<file path="src/rtl/pcs_rx_pkg.sv">
// Shared definitions for the PCS receive path: FSM state codes, r_type
// classes and the CGMII characters and blocks used on the receive side.
package pcs_rx_pkg;

    localparam int LEN_RX_DATA = 64;
    localparam int LEN_RX_CTRL = 8;
    localparam int LEN_R_TYPE  = 4;
    localparam int LEN_ERR_CNT = 16;

    typedef enum logic [2:0] {
        RX_INIT = 3'd0,
        RX_C    = 3'd1,
        RX_D    = 3'd2,
        RX_T    = 3'd3,
        RX_E    = 3'd4
    } rx_state_t;

    typedef enum logic [2:0] {
        BLK_D,
        BLK_S,
        BLK_C,
        BLK_T,
        BLK_E
    } blk_class_t;

    localparam logic [3:0] R_TYPE_D = 4'b1000;
    localparam logic [3:0] R_TYPE_S = 4'b0100;
    localparam logic [3:0] R_TYPE_C = 4'b0010;
    localparam logic [3:0] R_TYPE_T = 4'b0001;

    localparam logic [7:0] CGMII_IDLE  = 8'h07;
    localparam logic [7:0] CGMII_START = 8'hFB;
    localparam logic [7:0] CGMII_TERM  = 8'hFD;
    localparam logic [7:0] CGMII_ERROR = 8'hFE;
    localparam logic [7:0] CGMII_SEQ   = 8'h9C;

    localparam logic [63:0] LBLOCK_R_DATA = 64'h9C000001_9C000001;
    localparam logic [7:0]  LBLOCK_R_CTRL = 8'h88;
    localparam logic [63:0] EBLOCK_R_DATA = {8{CGMII_ERROR}};
    localparam logic [7:0]  EBLOCK_R_CTRL = 8'hFF;

    // Anything other than an exact one-hot code is an error block.
    function automatic blk_class_t classify(input logic [3:0] rt);
        case (rt)
            R_TYPE_D: return BLK_D;
            R_TYPE_S: return BLK_S;
            R_TYPE_C: return BLK_C;
            R_TYPE_T: return BLK_T;
            default:  return BLK_E;
        endcase
    endfunction

endpackage

</file>
<file path="src/rtl/rx_decode_fsm_if.sv">
// Block-decoder-to-CGMII bus of the receive FSM; master drives the decoded
// blocks and link status, slave returns the CGMII stream and debug state.
interface rx_decode_fsm_if;
    import pcs_rx_pkg::*;

    logic                   i_enable;
    logic [LEN_RX_DATA-1:0] i_rx_data;
    logic [LEN_RX_CTRL-1:0] i_rx_ctrl;
    logic [LEN_R_TYPE-1:0]  i_r_type;
    logic                   i_block_lock;
    logic                   i_hi_ber;
    logic [LEN_RX_DATA-1:0] o_rx_data;
    logic [LEN_RX_CTRL-1:0] o_rx_ctrl;
    logic                   o_valid;
    logic [2:0]             o_state;
    logic [LEN_ERR_CNT-1:0] o_err_count;

    modport master (
        output i_enable, i_rx_data, i_rx_ctrl, i_r_type, i_block_lock, i_hi_ber,
        input  o_rx_data, o_rx_ctrl, o_valid, o_state, o_err_count
    );

    modport slave (
        input  i_enable, i_rx_data, i_rx_ctrl, i_r_type, i_block_lock, i_hi_ber,
        output o_rx_data, o_rx_ctrl, o_valid, o_state, o_err_count
    );

endinterface

</file>
<file path="src/rtl/rx_lookahead_stage.sv">
// One-block lookahead register: holds the block under decision while the
// following block's type arrives; a flush empties it during lock loss.
module rx_lookahead_stage
    import pcs_rx_pkg::*;
(
    input  logic                   i_clock,
    input  logic                   i_reset,
    input  logic                   i_load,
    input  logic                   i_flush,
    input  logic [LEN_RX_DATA-1:0] i_data,
    input  logic [LEN_RX_CTRL-1:0] i_ctrl,
    input  logic [LEN_R_TYPE-1:0]  i_type,
    output logic [LEN_RX_DATA-1:0] o_data,
    output logic [LEN_RX_CTRL-1:0] o_ctrl,
    output logic [LEN_R_TYPE-1:0]  o_type,
    output logic                   o_full
);

    logic [LEN_RX_DATA-1:0] r_data;
    logic [LEN_RX_CTRL-1:0] r_ctrl;
    logic [LEN_R_TYPE-1:0]  r_type;
    logic                   r_full;

    always_ff @(posedge i_clock or posedge i_reset) begin
        if (i_reset) begin
            r_data <= '0;
            r_ctrl <= '0;
            r_type <= '0;
            r_full <= 1'b0;
        end else if (i_flush) begin
            r_full <= 1'b0;
        end else if (i_load) begin
            r_data <= i_data;
            r_ctrl <= i_ctrl;
            r_type <= i_type;
            r_full <= 1'b1;
        end
    end

    assign o_data = r_data;
    assign o_ctrl = r_ctrl;
    assign o_type = r_type;
    assign o_full = r_full;

endmodule

</file>
<file path="src/rtl/rx_decode_fsm.sv">
// 64b/66b receive control FSM: validates the staged block against the state
// and the next block's type, substituting LBLOCK_R / EBLOCK_R as needed.
module rx_decode_fsm
    import pcs_rx_pkg::*;
(
    input  logic          i_clock,
    input  logic          i_reset,
    rx_decode_fsm_if.slave bus
);

    localparam logic [LEN_ERR_CNT-1:0] ERR_ONE = LEN_ERR_CNT'(1);

    logic                   w_lock_loss;
    logic [LEN_RX_DATA-1:0] w_stage_data;
    logic [LEN_RX_CTRL-1:0] w_stage_ctrl;
    logic [LEN_R_TYPE-1:0]  w_stage_type;
    logic                   w_stage_full;
    blk_class_t             w_cur;
    blk_class_t             w_nxt;
    logic                   w_t_ok;
    rx_state_t              w_next_state;

    rx_state_t              r_state;
    logic [LEN_RX_DATA-1:0] r_rx_data;
    logic [LEN_RX_CTRL-1:0] r_rx_ctrl;
    logic                   r_valid;
    logic [LEN_ERR_CNT-1:0] r_err_count;

    assign w_lock_loss = !bus.i_block_lock || bus.i_hi_ber;

    rx_lookahead_stage u_stage (
        .i_clock (i_clock),
        .i_reset (i_reset),
        .i_load  (bus.i_enable && !w_lock_loss),
        .i_flush (w_lock_loss),
        .i_data  (bus.i_rx_data),
        .i_ctrl  (bus.i_rx_ctrl),
        .i_type  (bus.i_r_type),
        .o_data  (w_stage_data),
        .o_ctrl  (w_stage_ctrl),
        .o_type  (w_stage_type),
        .o_full  (w_stage_full)
    );

    assign w_cur  = classify(w_stage_type);
    assign w_nxt  = classify(bus.i_r_type);
    // A terminate is only trusted when the following block starts or idles.
    assign w_t_ok = (w_nxt == BLK_S) || (w_nxt == BLK_C);

    always_comb begin
        w_next_state = RX_E;
        case (r_state)
            RX_INIT, RX_C, RX_T: begin
                if (w_cur == BLK_C)      w_next_state = RX_C;
                else if (w_cur == BLK_S) w_next_state = RX_D;
            end
            RX_D: begin
                if (w_cur == BLK_D)                 w_next_state = RX_D;
                else if (w_cur == BLK_T && w_t_ok)  w_next_state = RX_T;
            end
            RX_E: begin
                if (w_cur == BLK_C)                 w_next_state = RX_C;
                else if (w_cur == BLK_D)            w_next_state = RX_D;
                else if (w_cur == BLK_T && w_t_ok)  w_next_state = RX_T;
            end
            default: w_next_state = RX_E;
        endcase
    end

    always_ff @(posedge i_clock or posedge i_reset) begin
        if (i_reset) begin
            r_state     <= RX_INIT;
            r_rx_data   <= LBLOCK_R_DATA;
            r_rx_ctrl   <= LBLOCK_R_CTRL;
            r_valid     <= 1'b0;
            r_err_count <= '0;
        end else begin
            r_valid <= 1'b0;
            if (w_lock_loss) begin
                r_state <= RX_INIT;
                if (bus.i_enable) begin
                    r_rx_data <= LBLOCK_R_DATA;
                    r_rx_ctrl <= LBLOCK_R_CTRL;
                    r_valid   <= 1'b1;
                end
            end else if (bus.i_enable && w_stage_full) begin
                r_state <= w_next_state;
                r_valid <= 1'b1;
                if (w_next_state == RX_E) begin
                    r_rx_data <= EBLOCK_R_DATA;
                    r_rx_ctrl <= EBLOCK_R_CTRL;
                    if (r_err_count != '1) r_err_count <= r_err_count + ERR_ONE;
                end else begin
                    r_rx_data <= w_stage_data;
                    r_rx_ctrl <= w_stage_ctrl;
                end
            end
        end
    end

    assign bus.o_rx_data   = r_rx_data;
    assign bus.o_rx_ctrl   = r_rx_ctrl;
    assign bus.o_valid     = r_valid;
    assign bus.o_state     = r_state;
    assign bus.o_err_count = r_err_count;

endmodule

</file>
<file path="src/flat_wrapper.sv">
// flat-port wrapper written by rule: the top's interface ports become plain ports
module rx_decode_fsm_flat import pcs_rx_pkg::*;
  (i_clock, i_reset, bus_i_enable, bus_i_rx_data, bus_i_rx_ctrl, bus_i_r_type, bus_i_block_lock, bus_i_hi_ber, bus_o_rx_data, bus_o_rx_ctrl, bus_o_valid, bus_o_state, bus_o_err_count);
  rx_decode_fsm_if bus_i ();
  input  logic i_clock;
  input  logic i_reset;
  input wire logic [$bits(bus_i.i_enable)-1:0] bus_i_enable;
  input wire logic [$bits(bus_i.i_rx_data)-1:0] bus_i_rx_data;
  input wire logic [$bits(bus_i.i_rx_ctrl)-1:0] bus_i_rx_ctrl;
  input wire logic [$bits(bus_i.i_r_type)-1:0] bus_i_r_type;
  input wire logic [$bits(bus_i.i_block_lock)-1:0] bus_i_block_lock;
  input wire logic [$bits(bus_i.i_hi_ber)-1:0] bus_i_hi_ber;
  output wire logic [$bits(bus_i.o_rx_data)-1:0] bus_o_rx_data;
  output wire logic [$bits(bus_i.o_rx_ctrl)-1:0] bus_o_rx_ctrl;
  output wire logic [$bits(bus_i.o_valid)-1:0] bus_o_valid;
  output wire logic [$bits(bus_i.o_state)-1:0] bus_o_state;
  output wire logic [$bits(bus_i.o_err_count)-1:0] bus_o_err_count;
  assign bus_i.i_enable = bus_i_enable;
  assign bus_i.i_rx_data = bus_i_rx_data;
  assign bus_i.i_rx_ctrl = bus_i_rx_ctrl;
  assign bus_i.i_r_type = bus_i_r_type;
  assign bus_i.i_block_lock = bus_i_block_lock;
  assign bus_i.i_hi_ber = bus_i_hi_ber;
  assign bus_o_rx_data = bus_i.o_rx_data;
  assign bus_o_rx_ctrl = bus_i.o_rx_ctrl;
  assign bus_o_valid = bus_i.o_valid;
  assign bus_o_state = bus_i.o_state;
  assign bus_o_err_count = bus_i.o_err_count;
  rx_decode_fsm u_core (.i_clock(i_clock), .i_reset(i_reset), .bus(bus_i));
endmodule
</file>
<file path="config.mk">
export PLATFORM = sky130hd
export DESIGN_NAME = rx_decode_fsm_flat
export DESIGN_NICKNAME = d
export VERILOG_FILES = /design/src/rtl/pcs_rx_pkg.sv /design/src/rtl/rx_decode_fsm_if.sv /design/src/rtl/rx_lookahead_stage.sv /design/src/rtl/rx_decode_fsm.sv /design/src/flat_wrapper.sv
export SDC_FILE = /design/constraint.sdc
export NUM_CORES = 1
export LEC_CHECK = 0
export ABC_AREA = 1
export CAP_MARGIN = 25
export CORE_MARGIN = 2
export CORE_UTILIZATION = 50
export CTS_CLUSTER_SIZE = 10
export DETAILED_ROUTE_END_ITERATION = 16
export GPL_ROUTABILITY_DRIVEN = 0
export PLACE_DENSITY = 0.76
export SYNTH_ARGS = -nofsm -noshare
export SYNTH_HDL_FRONTEND = slang
export SYNTH_SLANG_ARGS = --single-unit
</file>
<file path="constraint.sdc">
create_clock -name i_clock -period 6.4 [get_ports i_clock]
set_input_delay 1.28 -clock i_clock [delete_from_list [all_inputs] [get_ports i_clock]]
set_output_delay 1.28 -clock i_clock [all_outputs]
set_load 0.01 [all_outputs]
</file>
==> results of run 1 <==
## metrics by stage
step / utilization / cell area (µm²)
3_3_place_gp: 0.619 / 9310
5_1_grt: 0.664 / 9980
4_1_cts: 0.662 / 9950
3_5_place_dp: 0.620 / 9330
6_report: 0.664 / 9980
2_1_floorplan: - / 7580
## sequential cells by signal (all words and copies together) (netlist names)
name	count
u_core.bus.o_rx_data	64
u_core.u_stage.o_ctrl	8
u_core.bus.o_state	3
u_core.bus.o_valid	1
u_core.u_stage.o_type	4
u_core.bus.o_rx_ctrl	8
u_core.u_stage.o_data	64
u_core.u_stage.o_full	1
u_core.bus.o_err_count	16
## layout make-up
type	count	share of cell area
Clock inverter	15	0.0202
Inverter	52	0.0201
Antenna cell	1	0.000251
Timing Repair Buffer	178	0.180
Sequential cell	169	0.425
Tap cell	188	0.0236
Multi-Input combinational cell	526	0.288
Clock buffer	17	0.0426
## final timing paths
kind | from | slack (ps) | to
min | u_core.bus.o_rx_data[62]$_DFFE_PP0P_ | 480 | u_core.bus.o_rx_data[62]$_DFFE_PP0P_
max reg2reg | u_core.u_stage.o_type[0]$_DFFE_PP0P_ | 4060 | u_core.bus.o_err_count[6]$_DFFE_PP0P_
min in group asynchronous | i_reset | 1330 | u_core.u_stage.o_data[20]$_DFFE_PP0P_
max in group asynchronous | i_reset | 3890 | u_core.bus.o_rx_data[16]$_DFFE_PP0P_
min reg2reg | u_core.bus.o_rx_data[62]$_DFFE_PP0P_ | 480 | u_core.bus.o_rx_data[62]$_DFFE_PP0P_
max | bus_i_r_type[2] | 3210 | u_core.bus.o_err_count[6]$_DFFE_PP0P_
## power by group through the flow
stage          Combinational (µW)  Clock [µW]  Sequential [µW]
6_report                      378        1080             1230
3_3_place_gp                  364           0             1250
5_1_grt                       419        1140             1250
3_5_place_dp                  380           0             1250
4_1_cts                       381        1100             1230
2_1_floorplan                 239           0             1250
## layer usage
metal	share of wire	wire length [µm]	vias to the layer above	global-route usage
met5	0	0	-	0
met3	0.061	1080	17	0.0578
met1	0.45	8020	2793	0.309
met2	0.47	8290	172	0.363
li1	-	-	2811	-
met4	0.014	246	0	0.0847
## cell families (layout without fill, tap and decap cells)
kind of cell | Yosys count | count (layout) | share of synthesized area
and+or+nand+nor | 413 | 413 | 0.247
DFF | 169 | 169 | 0.560
buffers and inverters | 93 | 262 | 0.0617
muxes | 57 | 57 | 0.0846
AOI/OAI and AO/OA | 44 | 44 | 0.0327
xor gates and xnor gates | 11 | 11 | 0.0127
adders and majority gates | 1 | 1 | 0.00165
other | 0 | 1 | 0
## worst min-delay path: stages (launching register included)
cell	delay, ps
sky130_fd_sc_hd__dfrtp_1	350
sky130_fd_sc_hd__nand2_1	50
sky130_fd_sc_hd__nand2_1	50
## cells in the final DEF (no fill, tap or decap)
| master | count |
|---|---|
| sky130_fd_sc_hd__bufinv_16 | 4 |
| sky130_fd_sc_hd__o21ai_1 | 6 |
| sky130_fd_sc_hd__nand2_4 | 4 |
| sky130_fd_sc_hd__xor2_1 | 6 |
| sky130_fd_sc_hd__o21ai_0 | 9 |
| sky130_fd_sc_hd__inv_2 | 4 |
| sky130_fd_sc_hd__nand3_1 | 42 |
| sky130_fd_sc_hd__ha_1 | 1 |
| sky130_fd_sc_hd__nor2_2 | 5 |
| sky130_fd_sc_hd__clkbuf_16 | 17 |
| sky130_fd_sc_hd__diode_2 | 1 |
| sky130_fd_sc_hd__nor3_1 | 1 |
| sky130_fd_sc_hd__nor2_1 | 46 |
| sky130_fd_sc_hd__clkinvlp_4 | 3 |
| sky130_fd_sc_hd__nor2_4 | 3 |
| sky130_fd_sc_hd__xnor2_1 | 5 |
| sky130_fd_sc_hd__buf_12 | 2 |
| sky130_fd_sc_hd__nand4_1 | 2 |
| sky130_fd_sc_hd__inv_1 | 47 |
| sky130_fd_sc_hd__nand3b_1 | 43 |
| sky130_fd_sc_hd__dfrtp_1 | 157 |
| sky130_fd_sc_hd__buf_4 | 4 |
| sky130_fd_sc_hd__or2_2 | 8 |
| sky130_fd_sc_hd__nand2_8 | 1 |
| sky130_fd_sc_hd__clkdlybuf4s50_1 | 172 |
| sky130_fd_sc_hd__nand3_2 | 1 |
| sky130_fd_sc_hd__mux2_2 | 57 |
| sky130_fd_sc_hd__inv_6 | 2 |
| sky130_fd_sc_hd__dfstp_2 | 12 |
| sky130_fd_sc_hd__a21oi_1 | 18 |
| sky130_fd_sc_hd__nand2_1 | 257 |
| sky130_fd_sc_hd__o21bai_1 | 11 |
| sky130_fd_sc_hd__clkinv_2 | 3 |
| sky130_fd_sc_hd__clkinv_4 | 4 |
==> run summary, run 1 <==
number of nets with antenna violations after routing: 0
flip-flop and latch count after synthesis: 169
largest net degree at the start of global routing: 70
switching share of total power: 0.248
register area share after synthesis: 0.560
worst relative slew slack: 0.521
commonest cells in the netlist: sky130_fd_sc_hd__nand2_1 (257), sky130_fd_sc_hd__dfrtp_1 (157), sky130_fd_sc_hd__mux2_2 (57)
final period demand of the worst path: 3190 ps
cell area power density: 270 nW/µm²
net switching component of the power: 667 µW
iteration-0 DRC count of the detailed router: 475
logic depth of the worst setup path including buffers: 11
residual overflow from global routing: 0
total instance count after detailed placement: 1112
count of max-cap constraint violations: 0
number of CTS-inserted buffers: 17
top cell type by total area after synthesis: sky130_fd_sc_hd__dfrtp_1
fraction of the cycle the final worst path needs: 0.498
GRT Util Overall: 0.229
library cell used as clock root buffer: sky130_fd_sc_hd__clkbuf_16
depth of the most critical reg-to-reg path: 9
H-Tree Level Count: 4
data arrival time at the worst-slack endpoint: 3550 ps
Async SR Flop Fraction: 1.00
worst path required time: 6760 ps
Via density: 5.05
largest fanout of any net on the critical path: 56
cell count after synthesis: 788
smallest hold slack: 481 ps
Avg Synthesized Cell Area: 9.62 µm²
chain of cells forming the critical path: clkdlybuf4s50_1 > inv_1 > nand2_1 > nand3_1 > nor2_2 > nor2_2 > nand2_4 > nand2_4 > nand2_8 > nand2_1 > nand2_1
sequential fraction of design power: 0.458
netlist area before placement: 7580 µm²
setup repair after global routing missed its margin: no
antenna violations before repair: 1
Warnings, synthesis: 0
area of the multi-input gates: 2880 µm²
Final Skew: 7.30 ps
filler cell count in the final layout: 1202
core region area: 15000 µm²
sum of net half-perimeters after detailed placement: 11500 µm
distinct cell type count after synthesis: 32
I/O pin count: 173
Int Power: 2030 µW
type of destination of the critical path: register
TritonCTS clock tree: done
Clk pwr share: 0.402
aggregate routed wire length: 17600 µm
standard cell with the maximum stage delay on the critical path: sky130_fd_sc_hd__nand2_4
TritonCTS sink count: 169
transition at the pin with the smallest max-transition slack: 719 ps
via count: 5793
final hold vios: 0
Final #Nets: 1026
Gate power share: 0.140
Final Instance Count excl. Fillers: 1146
worst slack at placement: 2680 ps
initial core utilization: 0.504
floorplan die width: 127 µm
number of global-route vias before repair: 5734
total power consumption of the routed design: 2700 µW
sum of negative setup slack: 0 ps
count of flip-flops with a built-in enable after synthesis: 0
worst path setup slack after routing: 3210 ps
Clock Pin Slew Worst Setup and Hold Paths: 60 ps
Die Y: 127 µm
gate family responsible for the most delay along the worst path: simple AND/OR/NAND/NOR gates
result of the run: finished clean
Buf/Inv on CP: 2
P_leak: 0.00457 µW
worst hold stages: 2
Resized cells post-CTS: 0
floorplan die area: 16200 µm²
Skew-Pair Late Insertion Delay: 430 ps
Synth Flop Type: sky130_fd_sc_hd__dfrtp_1
First-pass DRT Iterations: 5
area grow syn2layout: 31.6%
FF+latch area: 4240 µm²
Hold/Removal Path Class: register to register
share of layout cells above drive strength 1: 0.140
main area contributors after synthesis: sky130_fd_sc_hd__dfrtp_1 (52%), sky130_fd_sc_hd__nand2_1 (13%), sky130_fd_sc_hd__mux2_2 (8.5%), sky130_fd_sc_hd__nand3b_1 (4.3%), sky130_fd_sc_hd__dfstp_2 (4.2%)
number of buffers between clock root and the deepest sink: 2
routed length per instance: 15.4 µm
Setup Fix Bufs, Post-CTS: 0
nets in the synthesized netlist: 870
Worst Setup Start Kind: input port
maximum ir drop on the vdd rail: 211 µV
Setup Viol. Count Final: 0
Hold Buf Count CTS: 0
cell seen most often among critical-path stages: sky130_fd_sc_hd__nand2_1
number of DRC violations after detailed routing: 0
post-synth top area share: 0.518
max-slew violation count: 0
leading cell type by number of instances after synthesis: sky130_fd_sc_hd__nand2_1
Buffers on Ports: 172
Row Count: 45
Fmax: 314 MHz
wire length of the first global-routing pass: 29100 µm
Worst Setup Path Type: input port to register
delay of the slowest cell on the worst path: 500 ps
No activity file was read; power rests on OpenSTA's default activity.
==> inputs of run 2 (changes only) <==
Settings changed: CORE_UTILIZATION 50 to 46, PLACE_DENSITY 0.76 to 0.73.
Clock period 6.4 ns to 2.7 ns, I/O delays scaled along.
==> run 2 against run 1 <==
  * Via count fell by 0.47%
  * Cell count increased by 3.0%
  * Final area grew 0.79%
  * Sequential power up 140%
  * Critical path type is now register to register
  * Highest routed layer unchanged
==> run summary, run 2 (synthesized netlist as in run 1, its figures left out) <==
sum of net half-perimeters after detailed placement: 11700 µm
TritonCTS sink count: 169
total power consumption of the routed design: 6170 µW
iteration-0 DRC count of the detailed router: 392
result of the run: finished clean
number of DRC violations after detailed routing: 0
cell seen most often among critical-path stages: sky130_fd_sc_hd__nand2_1
Clk pwr share: 0.380
type of destination of the critical path: register
worst path required time: 3050 ps
final hold vios: 0
setup repair after global routing missed its margin: no
sequential fraction of design power: 0.473
gr busiest metal: met2
delay of the slowest cell on the worst path: 450 ps
residual overflow from global routing: 0
Final Instance Count excl. Fillers: 1180
Hold Buf Count CTS: 0
sum of negative setup slack: 0 ps
count of max-cap constraint violations: 0
First-pass DRT Iterations: 7
met3 Usage GRT: 0.0800
Fmax: 468 MHz
TritonCTS clock tree: done
total instance count after detailed placement: 1149
max-slew violation count: 0
Clock Pin Slew Worst Setup and Hold Paths: 60 ps
Final #Nets: 1034
maximum ir drop on the vdd rail: 422 µV
P_leak: 0.00460 µW
net switching component of the power: 1510 µW
number of nets with antenna violations after routing: 0
Via density: 4.89
met1 capacity usage during global routing: 0.277
Hold/Removal Path Class: register to register
switching share of total power: 0.244
antenna violations before repair: 0
initial core utilization: 0.474
via count: 5766
wire length of the first global-routing pass: 29300 µm
Skew-Pair Late Insertion Delay: 420 ps
Row Count: 46
aggregate routed wire length: 17800 µm
antenna diode instance count: 0
floorplan die width: 132 µm
I/O pin count: 173
transition at the pin with the smallest max-transition slack: 672 ps
library cell used as clock root buffer: sky130_fd_sc_hd__clkbuf_16
Buffers on Ports: 172
Setup Fix Bufs, Post-CTS: 0
met2 track utilization from global routing: 0.336
number of CTS-inserted buffers: 17
most common library cell in the layout ignoring fill and taps: sky130_fd_sc_hd__nand2_1
data arrival time at the worst-slack endpoint: 2490 ps
number of buffers between clock root and the deepest sink: 2
H-Tree Level Count: 4
worst relative slew slack: 0.552
Placed Area: 9490 µm²
most frequent cells in the layout: sky130_fd_sc_hd__nand2_1 (257), sky130_fd_sc_hd__clkdlybuf4s50_1 (172), sky130_fd_sc_hd__dfrtp_1 (157)
smallest hold slack: 476 ps
area grow syn2layout: 32.6%
Gate power share: 0.146
Int Power: 4670 µW
share of layout cells above drive strength 1: 0.142
largest fanout of any net on the critical path: 35
number of global-route vias before repair: 5692
final period demand of the worst path: 2140 ps
largest net degree at the start of global routing: 110
Die Y: 132 µm
Setup Viol. Count Final: 0
Worst Setup Start Kind: register
fraction of the cycle the final worst path needs: 0.791
Worst Setup Path Type: register to register
GRT Util Overall: 0.213
floorplan die area: 17500 µm²
Resized cells post-CTS: 0
cell area power density: 614 nW/µm²
chain of cells forming the critical path: nor2_2 > nand3_1 > nand3_1 > nand2_1 > inv_2 > nand2_4 > nand2_8 > nand2_1 > nand2_1
core region area: 16000 µm²
routed length per instance: 15.1 µm
standard cell with the maximum stage delay on the critical path: sky130_fd_sc_hd__inv_2
final design area excluding fillers: 10100 µm²
Final Skew: 7.04 ps
run 2: changes by cell type in the layout (fill, tap and decap cells not counted):
cell,delta
sky130_fd_sc_hd__clkbuf_8,+2
sky130_fd_sc_hd__clkinv_4,-3
sky130_fd_sc_hd__inv_6,-2
sky130_fd_sc_hd__buf_4,+4
sky130_fd_sc_hd__clkinvlp_4,-1
sky130_fd_sc_hd__diode_2,-1
sky130_fd_sc_hd__bufinv_16,-2
sky130_fd_sc_hd__clkbuf_1,+4
sky130_fd_sc_hd__clkinv_2,+1
sky130_fd_sc_hd__buf_12,+4
run 2: metal layers:
layer / share of wire / vias to the layer above
li1: - / 2834
met1: 0.44 / 2778
met2: 0.48 / 140
met3: 0.075 / 14
met4: 0.011 / 0
met5: 0 / -
run 2: layout make-up:
type / instances / area (µm²)
tap: 216 / 270
multi-input combinational: 526 / 2880
sequential: 169 / 4240
fill: 1399 / 5940
inverter: 52 / 199
timing repair buffer: 186 / 1900
clock buffer: 23 / 468
clock inverter: 8 / 96.3
run 2: worst max-delay path, delay by kind of cell (launching register included):
kind,cells,cell delay [ps]
AND/OR/NAND/NOR,8,1180
flip-flops,1,420
buffers and inverters,1,450
run 2: metrics by stage:
step,setup slack [ps],utilization
after floorplan,15.1,-
after global placement,424,0.593
after detailed placement,357,0.593
after CTS,528,0.628
after global routing,315,0.628
final,565,0.628
run 2: worst paths after layout:
path / start / end / slack (ps) / cells after the start
max reg2reg: u_core.u_stage.o_type[2]$_DFFE_PP0P_ / u_core.bus.o_err_count[13]$_DFFE_PP0P_ / 560 / 9
min reg2reg: u_core.bus.o_rx_data[2]$_DFFE_PP0P_ / u_core.bus.o_rx_data[2]$_DFFE_PP0P_ / 480 / 2
min in group asynchronous: i_reset / u_core.bus.o_rx_data[46]$_DFFE_PP0P_ / 570 / 3
max: u_core.u_stage.o_type[2]$_DFFE_PP0P_ / u_core.bus.o_err_count[13]$_DFFE_PP0P_ / 560 / 9
min: u_core.bus.o_rx_data[2]$_DFFE_PP0P_ / u_core.bus.o_rx_data[2]$_DFFE_PP0P_ / 480 / 2
max in group asynchronous: i_reset / u_core.bus.o_rx_data[12]$_DFFE_PP0P_ / 1540 / 3
run 2: power by group through the flow:
stage / Clock [µW] / Combinational [µW] / Sequential (µW)
after global routing: 2520 / 1000 / 2950
after detailed placement: 0 / 917 / 2970
after CTS: 2400 / 922 / 2920
final: 2350 / 904 / 2920
after floorplan: 0 / 568 / 2950
after global placement: 0 / 895 / 2960
